<file path="src/rtl/matrix_mul_gen_pkg.sv">
// Shared types and width helpers for the parametrised signed matrix multiplier.
package matrix_mul_gen_pkg;

    typedef enum logic [2:0] {
        IDLE   = 3'd0,
        LOAD_A = 3'd1,
        LOAD_B = 3'd2,
        CALC   = 3'd3,
        WRITE  = 3'd4,
        DONE   = 3'd5
    } state_t;

    function automatic int sz_w(input int max_n);
        return $clog2(max_n + 1);
    endfunction

    function automatic int cnt_w(input int max_n);
        return $clog2(max_n * max_n + 1);
    endfunction

    function automatic int acc_w(input int data_w, input int max_n);
        return 2 * data_w + $clog2(max_n);
    endfunction

    // Index width for the MAX_N*MAX_N element arrays; never narrower than 1 bit.
    function automatic int addr_w(input int max_n);
        return (max_n > 1) ? $clog2(max_n * max_n) : 1;
    endfunction

endpackage

</file>
<file path="src/rtl/matrix_mul_gen_if.sv">
// Single-stream element handshake: one read port for A/B, one write strobe for C.
interface matrix_mul_gen_if #(
    parameter int DATA_W = 16
) ();
    logic signed [DATA_W-1:0] rdata;
    logic                     ren;
    logic                     raddr;
    logic signed [DATA_W-1:0] wdata;
    logic                     wen;

    modport master (input rdata, output ren, raddr, wdata, wen);
    modport slave  (output rdata, input ren, raddr, wdata, wen);
endinterface

</file>
<file path="src/rtl/mm_mac_sat.sv">
// Signed multiply-accumulate with clear/enable and a saturating or truncating output formatter.
module mm_mac_sat #(
    parameter int DATA_W = 16,
    parameter int ACC_W  = 35
) (
    input  logic                     clk,
    input  logic                     rstn,
    input  logic                     clr,
    input  logic                     en,
    input  logic                     sat_en,
    input  logic signed [DATA_W-1:0] a,
    input  logic signed [DATA_W-1:0] b,
    output logic signed [DATA_W-1:0] fmt_next
);
    localparam logic signed [ACC_W-1:0] POS_MAX = {{(ACC_W-DATA_W+1){1'b0}}, {(DATA_W-1){1'b1}}};
    localparam logic signed [ACC_W-1:0] NEG_MIN = ~POS_MAX;

    function automatic logic signed [DATA_W-1:0] fmt(input logic signed [ACC_W-1:0] v,
                                                     input logic sat);
        if (sat && (v > POS_MAX)) return POS_MAX[DATA_W-1:0];
        if (sat && (v < NEG_MIN)) return NEG_MIN[DATA_W-1:0];
        return v[DATA_W-1:0];
    endfunction

    logic signed [2*DATA_W-1:0] prod_p0;
    logic signed [ACC_W-1:0]    sum_p0;
    logic signed [ACC_W-1:0]    acc_p1;

    assign prod_p0  = (2*DATA_W)'(a) * (2*DATA_W)'(b);
    assign sum_p0   = acc_p1 + ACC_W'(prod_p0);
    // The formatter sees the sum including the current product, so the last term lands in the write.
    assign fmt_next = fmt(sum_p0, sat_en);

    // Stage p0 -> p1: accumulator register
    always_ff @(posedge clk or negedge rstn) begin
        if (!rstn) begin
            acc_p1 <= '0;
        end else if (clr) begin
            acc_p1 <= '0;
        end else if (en) begin
            acc_p1 <= sum_p0;
        end
    end

endmodule

</file>
<file path="src/rtl/matrix_mul_gen.sv">
// C = A*B for signed N x N matrices (N <= MAX_N), streamed in over one read port and out over one write strobe.
module matrix_mul_gen
    import matrix_mul_gen_pkg::*;
#(
    parameter int DATA_W = 16,
    parameter int MAX_N  = 8,
    parameter int SZ_W   = sz_w(MAX_N),
    parameter int CNT_W  = cnt_w(MAX_N),
    parameter int ACC_W  = acc_w(DATA_W, MAX_N)
) (
    input  logic             clk,
    input  logic             rstn,
    input  logic             start,
    input  logic [SZ_W-1:0]  sizes,
    input  logic             sat_en,
    matrix_mul_gen_if.master bus,
    output logic             finish,
    output logic             busy,
    output logic [2:0]       state,
    output logic [CNT_W-1:0] input_data_num,
    output logic [CNT_W-1:0] out_data_num
);
    localparam int AW = addr_w(MAX_N);

    state_t                   cur_state;
    logic [SZ_W-1:0]          n, i, j, m, n_clamp;
    logic [CNT_W-1:0]         nn, k;
    logic                     sat_lat, read_en, read_sel, write_en;
    logic                     last_k, last_m, last_elem;
    logic [AW-1:0]            a_idx, b_idx;
    logic signed [DATA_W-1:0] write_data, a_op, b_op, fmt_next;
    logic signed [DATA_W-1:0] a_mem [MAX_N*MAX_N];
    logic signed [DATA_W-1:0] b_mem [MAX_N*MAX_N];

    assign n_clamp   = (sizes > SZ_W'(MAX_N)) ? SZ_W'(MAX_N) : sizes;
    assign last_k    = (k == nn - CNT_W'(1));
    assign last_m    = (m == n - SZ_W'(1));
    assign last_elem = (i == n - SZ_W'(1)) && (j == n - SZ_W'(1));
    // Both arrays are packed row-major with stride N, not MAX_N.
    assign a_idx     = AW'(CNT_W'(i) * CNT_W'(n) + CNT_W'(m));
    assign b_idx     = AW'(CNT_W'(m) * CNT_W'(n) + CNT_W'(j));
    assign a_op      = a_mem[a_idx];
    assign b_op      = b_mem[b_idx];

    assign bus.ren   = read_en;
    assign bus.raddr = read_sel;
    assign bus.wen   = write_en;
    assign bus.wdata = write_data;
    assign state     = cur_state;

    always_ff @(posedge clk) begin
        if (cur_state == LOAD_A && read_en) a_mem[AW'(k)] <= bus.rdata;
        if (cur_state == LOAD_B)            b_mem[AW'(k)] <= bus.rdata;
    end

    mm_mac_sat #(.DATA_W(DATA_W), .ACC_W(ACC_W)) u_mac (
        .clk      (clk),
        .rstn     (rstn),
        .clr      (cur_state != CALC),
        .en       (cur_state == CALC),
        .sat_en   (sat_lat),
        .a        (a_op),
        .b        (b_op),
        .fmt_next (fmt_next)
    );

    always_ff @(posedge clk or negedge rstn) begin
        if (!rstn) begin
            cur_state      <= IDLE;
            read_en        <= 1'b0;
            read_sel       <= 1'b0;
            write_en       <= 1'b0;
            write_data     <= '0;
            finish         <= 1'b0;
            busy           <= 1'b0;
            input_data_num <= '0;
            out_data_num   <= '0;
            n              <= '0;
            nn             <= '0;
            k              <= '0;
            i              <= '0;
            j              <= '0;
            m              <= '0;
            sat_lat        <= 1'b0;
        end else begin
            case (cur_state)
                IDLE: if (start) begin
                    n              <= n_clamp;
                    nn             <= CNT_W'(n_clamp) * CNT_W'(n_clamp);
                    sat_lat        <= sat_en;
                    k              <= '0;
                    i              <= '0;
                    j              <= '0;
                    m              <= '0;
                    input_data_num <= '0;
                    out_data_num   <= '0;
                    busy           <= 1'b1;
                    if (n_clamp == '0) begin
                        cur_state <= DONE;
                        finish    <= 1'b1;
                    end else begin
                        cur_state <= LOAD_A;
                    end
                end
                // The first LOAD_A cycle only raises ren; captures start on the next edge.
                LOAD_A: if (!read_en) begin
                    read_en <= 1'b1;
                end else begin
                    if (last_k) begin
                        k              <= '0;
                        read_sel       <= 1'b1;
                        input_data_num <= '0;
                        cur_state      <= LOAD_B;
                    end else begin
                        k              <= k + CNT_W'(1);
                        input_data_num <= k + CNT_W'(1);
                    end
                end
                LOAD_B: begin
                    input_data_num <= k + CNT_W'(1);
                    if (last_k) begin
                        k         <= '0;
                        read_en   <= 1'b0;
                        read_sel  <= 1'b0;
                        cur_state <= CALC;
                    end else begin
                        k <= k + CNT_W'(1);
                    end
                end
                CALC: if (last_m) begin
                    m            <= '0;
                    write_en     <= 1'b1;
                    write_data   <= fmt_next;
                    out_data_num <= out_data_num + CNT_W'(1);
                    cur_state    <= WRITE;
                end else begin
                    m <= m + SZ_W'(1);
                end
                WRITE: begin
                    write_en <= 1'b0;
                    if (last_elem) begin
                        finish    <= 1'b1;
                        cur_state <= DONE;
                    end else begin
                        cur_state <= CALC;
                        if (j == n - SZ_W'(1)) begin
                            j <= '0;
                            i <= i + SZ_W'(1);
                        end else begin
                            j <= j + SZ_W'(1);
                        end
                    end
                end
                DONE: begin
                    finish    <= 1'b0;
                    busy      <= 1'b0;
                    cur_state <= IDLE;
                end
                default: cur_state <= IDLE;
            endcase
        end
    end

endmodule

</file>
<file path="src/flat_wrapper.sv">
// flat-port wrapper written by rule: the top's interface ports become plain ports
module matrix_mul_gen_flat import matrix_mul_gen_pkg::*;
#(
    parameter int DATA_W = 16,
    parameter int MAX_N  = 8,
    parameter int SZ_W   = sz_w(MAX_N),
    parameter int CNT_W  = cnt_w(MAX_N),
    parameter int ACC_W  = acc_w(DATA_W, MAX_N)
)
  (clk, rstn, start, sizes, sat_en, finish, busy, state, input_data_num, out_data_num, bus_rdata, bus_ren, bus_raddr, bus_wdata, bus_wen);
  matrix_mul_gen_if #(.DATA_W(DATA_W)) bus_i ();
  input  logic clk;
  input  logic rstn;
  input  logic start;
  input  logic [SZ_W-1:0] sizes;
  input  logic sat_en;
  output logic finish;
  output logic busy;
  output logic [2:0] state;
  output logic [CNT_W-1:0] input_data_num;
  output logic [CNT_W-1:0] out_data_num;
  input wire logic [$bits(bus_i.rdata)-1:0] bus_rdata;
  output wire logic [$bits(bus_i.ren)-1:0] bus_ren;
  output wire logic [$bits(bus_i.raddr)-1:0] bus_raddr;
  output wire logic [$bits(bus_i.wdata)-1:0] bus_wdata;
  output wire logic [$bits(bus_i.wen)-1:0] bus_wen;
  assign bus_i.rdata = bus_rdata;
  assign bus_ren = bus_i.ren;
  assign bus_raddr = bus_i.raddr;
  assign bus_wdata = bus_i.wdata;
  assign bus_wen = bus_i.wen;
  matrix_mul_gen #(.DATA_W(DATA_W), .MAX_N(MAX_N), .SZ_W(SZ_W), .CNT_W(CNT_W), .ACC_W(ACC_W)) u_core (.clk(clk), .rstn(rstn), .start(start), .sizes(sizes), .sat_en(sat_en), .bus(bus_i), .finish(finish), .busy(busy), .state(state), .input_data_num(input_data_num), .out_data_num(out_data_num));
endmodule
</file>
<file path="config.mk">
export PLATFORM = sky130hd
export DESIGN_NAME = matrix_mul_gen_flat
export DESIGN_NICKNAME = d
export VERILOG_FILES = /design/src/rtl/matrix_mul_gen_pkg.sv /design/src/rtl/matrix_mul_gen_if.sv /design/src/rtl/mm_mac_sat.sv /design/src/rtl/matrix_mul_gen.sv /design/src/flat_wrapper.sv
export SDC_FILE = /design/constraint.sdc
export NUM_CORES = 2
export LEC_CHECK = 0
export ABC_CLOCK_PERIOD_IN_PS = 17250
export CORE_ASPECT_RATIO = 2
export CORE_UTILIZATION = 65
export CTS_CLUSTER_SIZE = 12
export DETAILED_ROUTE_END_ITERATION = 8
export GPL_TIMING_DRIVEN = 0
export PLACE_DENSITY = 0.83
export SLEW_MARGIN = 30
export SYNTH_ARGS = -nofsm -noshare
export SYNTH_HDL_FRONTEND = slang
export SYNTH_SLANG_ARGS = --single-unit
</file>
<file path="constraint.sdc">
create_clock -name clk -period 17.25 [get_ports clk]
set_input_delay 3.45 -clock clk [delete_from_list [all_inputs] [get_ports clk]]
set_output_delay 3.45 -clock clk [all_outputs]
set_load 0.01 [all_outputs]
</file>
# Yosys cells after proc, flatten, opt, wreduce, memory -nomap -nowiden
# Memory sizes are Yosys's and may differ from the RTL's.
# Index checks and enable logic that the tools add are counted.
# totals
regBits	104
mem_count	2
out_inout_bits	38
in_bits	24
ramBits	2048
# op_classes
add_sub_neg	10
order_cmp	3
multipliers	4
eq_ne	19
n_mux	51
reduce_logical	27
# mem_list
memory	depth	word_bits	rd	rd_clocked_by_memory_dff	write_ports	line_no	text
u_core.a_mem	64	16	1	0	1	matrix_mul_gen.sv:32	logic signed [DATA_W-1:0] a_mem [MAX_N*MAX_N];
u_core.b_mem	64	16	1	0	1	matrix_mul_gen.sv:33	logic signed [DATA_W-1:0] b_mem [MAX_N*MAX_N];
# ops
cell	count
$mux 35	2
$mux 16	4
$pmux 7 s3	2
$add 35x32->35	1
$gt 35x16->1 const B	1
$lt 35x16->1 const B	1
$mul 16x16->32	1
$mux 4	7
$mux 7	4
$pmux 4 s2	3
$mux 3	7
$mux 1	15
$pmux 3 s5	1
$add 7x1->7 const B	2
$ne 2x1->1 const B	7
$pmux 7 s2	1
$add 4x1->4 const B	3
$add 6x4->6	2
$eq 4x4->1	3
$mul 4x4->6	2
$reduce_and 2->1	6
$reduce_and 4->1	3
$reduce_bool 2->1	6
$reduce_and 3->1	3
17 further kinds	27

# Depth between registers and ports, before layout
# An unclocked memory read counts as a cell.
# logic_depth
depth_word	11
depth_mapped	43
ltp_nobuf	37

# Cells and area by module
# A second synthesis with hierarchy kept.
# hier_totals
cells_unflattened	5082
area_unflattened_um2	96450.0
# modules_own_cells
mod	instances	area_per_inst_um2	seq_area_each_um2	cells_per_inst
matrix_mul_gen	1	82673.0	63175.6	3593
mm_mac_sat	1	13777.0	875.8	1489

# Worst setup path after synthesis
# OpenSTA, ideal clock, no wires.
# synth_timing
path_kind	register to register
from	reg u_core.n[1]
to	reg u_core.write_data[10] (netlist: u_core.bus.wdata[10])
slack_ns	6.063
arrival_time_ns	11.091
path_stages_with_launch	40
setup_time_ns	0.096
t_required_ns	17.154
synth_period_minus_slack_ns	11.187
n_path_buf	6
path_cell_list	dfrtp_1 clkbuf_1 nand2_1 fa_1 inv_1 fa_1 fa_1 ha_1 xor2_1 buf_4 buf_4 buf_2 buf_2 mux4_2 nand2_1 nand3_1 nand2_1 nor2_1 [4 not listed] fa_1 inv_1 fa_1 inv_1 fa_1 inv_1 ha_1 a21o_1 a221oi_1 nand2b_1 nand2_1 xnor2_1 or4_1 or4_1 nor4_2 a41oi_2 buf_6 o32ai_2
# synth_between
elab_chain_len	11
word_cells_on_any_way	21
# synth_lines
item	line_no	text
start, declared	matrix_mul_gen.sv:26	logic [SZ_W-1:0] n, i, j, m, n_clamp;
start signal, assigned	matrix_mul_gen.sv:88	n <= n_clamp;
$mul 4x4->6 (on tied branches)	matrix_mul_gen.sv:40, matrix_mul_gen.sv:41	
$add 6x4->6 (on tied branches)	matrix_mul_gen.sv:40, matrix_mul_gen.sv:41	
$mem_v2 64x16 (on tied branches)	n/a	
$mul 16x16->32	mm_mac_sat.sv:29	assign prod_p0 = (2*DATA_W)'(a) * (2*DATA_W)'(b);
$add 35x32->35	mm_mac_sat.sv:30	assign sum_p0 = acc_p1 + ACC_W'(prod_p0);
$lt 35x16->1	mm_mac_sat.sv:21	if (sat && (v < NEG_MIN)) return NEG_MIN[DATA_W-1:0];
$logic_and 1x1->1	mm_mac_sat.sv:21	
$mux 1 (2 in a row)	mm_mac_sat.sv:21	
$mux 16	mm_mac_sat.sv:22	return v[DATA_W-1:0];
$mux 16	mm_mac_sat.sv:21	
end signal, assigned	matrix_mul_gen.sv:133	write_data <= fmt_next;
end, declared	matrix_mul_gen.sv:31	logic signed [DATA_W-1:0] write_data, a_op, b_op, fmt_next;
# Parallel ways exist; a longest one is shown, timed or not. The select of a mux whose other input is x is not followed.
# A chain may end at the register's enable or synchronous reset.

==> results.txt <==
----------------------------------------------------
[Layout]
  Design area ... roughly 0.11 sq mm
  Fill cells ... approximately 7500
  Share of post-route cells with drive strength above 1 ... 0.249
  Area Growth Syn to Fin ... 13.3%
  Final core occ ... 0.744
  Total Nets Final ... 5867

[Run status]
  Run status ... finished, violations left
  Violations in the final reports ... design-rule violations

[Global route]
  Met3 routing resource usage after global routing ... 0.172
  Most Used Layer, Global Route ... met2
  Maximum number of pins on one net before global-route repair ... between 100 and 150
  GR Overflow Total ... 0
  Fraction of met1 tracks used by global routing ... 0.454
  Met2 demand-to-capacity share in global routing ... 0.754
  Vias in the first global route ... ~60000
  Wire length of the first global-routing pass ... ~470 mm
  Global router's overall resource usage ... 0.474
  Antenna violations before repair ... 16

[Clocking]
  CTS HTree Levels ... 4
  Clock net sink count ... roughly 2200
  Number of buffers created by CTS ... between 200 and 250
  Number of gates given a new drive strength after cts ... 0
  Clock tree root buffer cell ... sky130_fd_sc_hd__clkbuf_16
  # Post-CTS Setup Buffers ... 0
  Insertion delay to the later sink of the worst-skew pair ... a little under 0.9 ns
  Clock-pin slew on the worst setup and hold paths ... around 0.06 ns
  # hold bufs at CTS ... 0
  Largest buffer count on any clock path ... 4
  Clock tree from TritonCTS ... yes

[Die]
  Starting density of the core ... 0.657
  Vertical die dimension ... around 540 microns
  Number of primary I/O pins ... 62
  Die area ... between 0.1 and 0.15 sq mm
  Site row count ... between 150 and 200
  Die extent in x ... around 270 microns
  Core area ... 0.146 sq mm

[Yosys]
  Number of flops mapped to enable cells by yosys ... 2048
  Yosys warns ... 0
  Share of async-settable or async-resettable flops after synthesis ... 0.0474
  Prevailing post-synth register cell ... sky130_fd_sc_hd__edfxtp_1
  Post-synth design cell area ... 0.0957 sq mm
  Sequential fraction of the synthesis area ... 0.669
  Mapped Avg Cell Area ... between 15 and 20 sq um
  Top cells by count, synth ... sky130_fd_sc_hd__edfxtp_1, sky130_fd_sc_hd__mux4_2, sky130_fd_sc_hd__inv_1
  Number of flip-flops and latches in the synthesized netlist ... roughly 2200
  Synth area leader ... sky130_fd_sc_hd__edfxtp_1
  Share of Yosys cell area claimed by the top area cell type ... 0.643
  Cell with the most instances after synthesis ... sky130_fd_sc_hd__edfxtp_1
  Cells after synthesis ... 4995
  Leading post-synthesis cells by cell area ... sky130_fd_sc_hd__edfxtp_1, sky130_fd_sc_hd__mux4_2, sky130_fd_sc_hd__fa_1
  Unique masters post-synth ... 77

[Critical path]
  Startpoint-to-endpoint class of the critical path ... reg2reg
  Register-to-Register Path Depth ... 37
  Worst setup SP type ... register
  Source of the worst register-to-register timing path ... u_core.nn[0]
  Critical Path Sink Type ... register
  Max stage delay cell, worst path ... sky130_fd_sc_hd__a41oi_2
  Worst reg-to-reg setup slack ... 1.61 ns
  Cell occurring most often along the worst timing path ... sky130_fd_sc_hd__fa_1
  Largest driver fanout on the critical path ... 10
  Worst endpoint required time ... 18.00 ns
  Worst r2r dst ... u_core.bus.wdata[11]
  Arrival time worst endpoint ... about 16 ns
  CP max stage delay ... between 0.8 and 0.9 ns

[Timing]
  Worst relative slew slack ... 0.221
  Unrepaired setup endpoints after global routing ... false
  Time the worst path needs with I/O delays and setup ... 15.64 ns
  Worst path setup slack after routing ... roughly 1.6 ns
  Final-report setup violation count ... 0
  Maximum clock frequency ... roughly 64 MHz
  Post-route setup TNS ... 0 ns
  Final clock skew ... 0.0487 ns
  Actual slew at the worst max-slew pin ... around 1.2 ns
  Number of endpoints with negative hold slack in the final report ... 0
  Final period utilization ... 0.907
  Max Slew Vio Count ... 0

[Worst hold path]
  HP Start ... u_core.bus.wen
  Worst hold path class ... reg2reg
  Instance count along the most critical hold path ... 1
  Capture endpoint of the worst hold path ... u_core.bus.wen

[Place]
  Count of input and output buffers ... 61
  Worst slack at placement ... around 2.0 ns
  Placer congestion estimate ... about 0.99
  HPWL after DPL ... 210 mm
  Placed cell area ... 0.103 sq mm

[Routing]
  Detailed-router iteration count before antenna repair ... 9
  Number of nets still failing antenna checks after routing ... 0
  Routed wire length per instance ... 47.0 microns
  Starting DRT DRC Count ... 9875
  Final routed wirelength across all metal layers ... ~350 mm
  Vias after detailed routing ... slightly below 60000
  Residual DRC ... 5
  Vias per cell ... approximately 8

[Flow run]
  Maxcap violations ... 0

----------------------------------------------------
layer usage:
| layer | wire length (microns) | up-vias | share of wire |
|---|---|---|---|
| met4 | 50500 | 14 | 0.15 |
| met3 | 43600 | 2644 | 0.13 |
| met2 | 166000 | 6800 | 0.48 |
| li1 | - | 20100 | - |
| met1 | 86400 | 28700 | 0.25 |
| met5 | 138 | - | 0.00040 |
cells in the final DEF, fill, tap and decap left out, types with 51 or more instances in the layout:
cell type,synthesis,layout
sky130_fd_sc_hd__edfxtp_1,2048,2048
sky130_fd_sc_hd__mux4_2,640,640
sky130_fd_sc_hd__inv_1,355,355
sky130_fd_sc_hd__fa_1,324,323
sky130_fd_sc_hd__clkbuf_16,0,211
sky130_fd_sc_hd__nand2_1,200,197
sky130_fd_sc_hd__nor2_1,276,150
sky130_fd_sc_hd__ha_1,138,138
sky130_fd_sc_hd__clkbuf_1,130,136
sky130_fd_sc_hd__nor2_4,0,124
sky130_fd_sc_hd__dfrtp_1,102,102
sky130_fd_sc_hd__buf_16,0,91
sky130_fd_sc_hd__buf_2,57,80
sky130_fd_sc_hd__and3_1,57,57
sky130_fd_sc_hd__nand3_1,58,54
sky130_fd_sc_hd__o21ai_0,58,51
cell families after synthesis:
logic type / after synthesis / share of synthesized area
flops: 2150 / 0.669
simple gates: 794 / 0.0390
mux: 686 / 0.156
buf+inv: 586 / 0.0243
fa+ha+maj: 462 / 0.0858
compound gates: 235 / 0.0174
xor+xnor: 81 / 0.00800
other cells: 1 / 0.0000392
through the flow:
step,hold slack [ns],instances
4_1_cts,0.494,7344
6_report,0.500,7373
2_1_floorplan,0.468,4996
5_1_grt,0.528,7361
3_5_place_dp,0.478,7070
3_3_place_gp,0.463,6957
worst max-delay path, delay by kind of cell, from the launching register on:
kind,cells,cell delay (ns)
AOI/OAI and AO/OA,8,3.27
xor gates and xnor gates,1,0.29
adders and majority gates,10,4.46
buffers and inverters,11,3.90
DFF,1,0.52
muxes,3,1.80
and+or+nand+nor,4,1.16
worst max path at each step:
stage / start / end / slack [ns]
after floorplan: u_core.n[1] / u_core.bus.wdata[10] / 6.06
after global routing: u_core.n[1] / u_core.bus.wdata[8] / 1.39
after detailed placement: u_core.n[1] / u_core.bus.wdata[11] / 1.97
after CTS: u_core.nn[0] / u_core.bus.wdata[11] / 1.83
final: u_core.nn[0] / u_core.bus.wdata[11] / 1.61
after global placement: u_core.n[1] / u_core.bus.wdata[14] / 0.88
registers in the layout, indices dropped and copies added (netlist names):
register,cells
u_core.a_mem,1024
u_core.b_mem,1024
u_core.bus.raddr,1
u_core.bus.ren,1
u_core.bus.wdata,16
u_core.bus.wen,1
u_core.busy,1
u_core.finish,1
u_core.i,4
u_core.input_data_num,7
u_core.j,4
u_core.k,7
u_core.m,4
u_core.n,3
u_core.nn,6
u_core.out_data_num,7
u_core.sat_lat,1
u_core.state,3
u_core.u_mac.acc_p1,35
area by class of cell:
class	instances	area, sq um	share of cell area
tap	1900	2380	0.0219
clock inverter	13	144	0.00133
antenna	28	70.1	0.000647
buffer	231	1080	0.0100
inverter	355	1330	0.0123
sequential	2150	64100	0.591
timing repair buffer	175	3410	0.0315
multi-input combinational	2260	30400	0.281
clock buffer	261	5480	0.0505
Power is left out: the tool's default activity adds up to more than one toggle a clock period on the data nets, which glitch-free logic cannot reach.
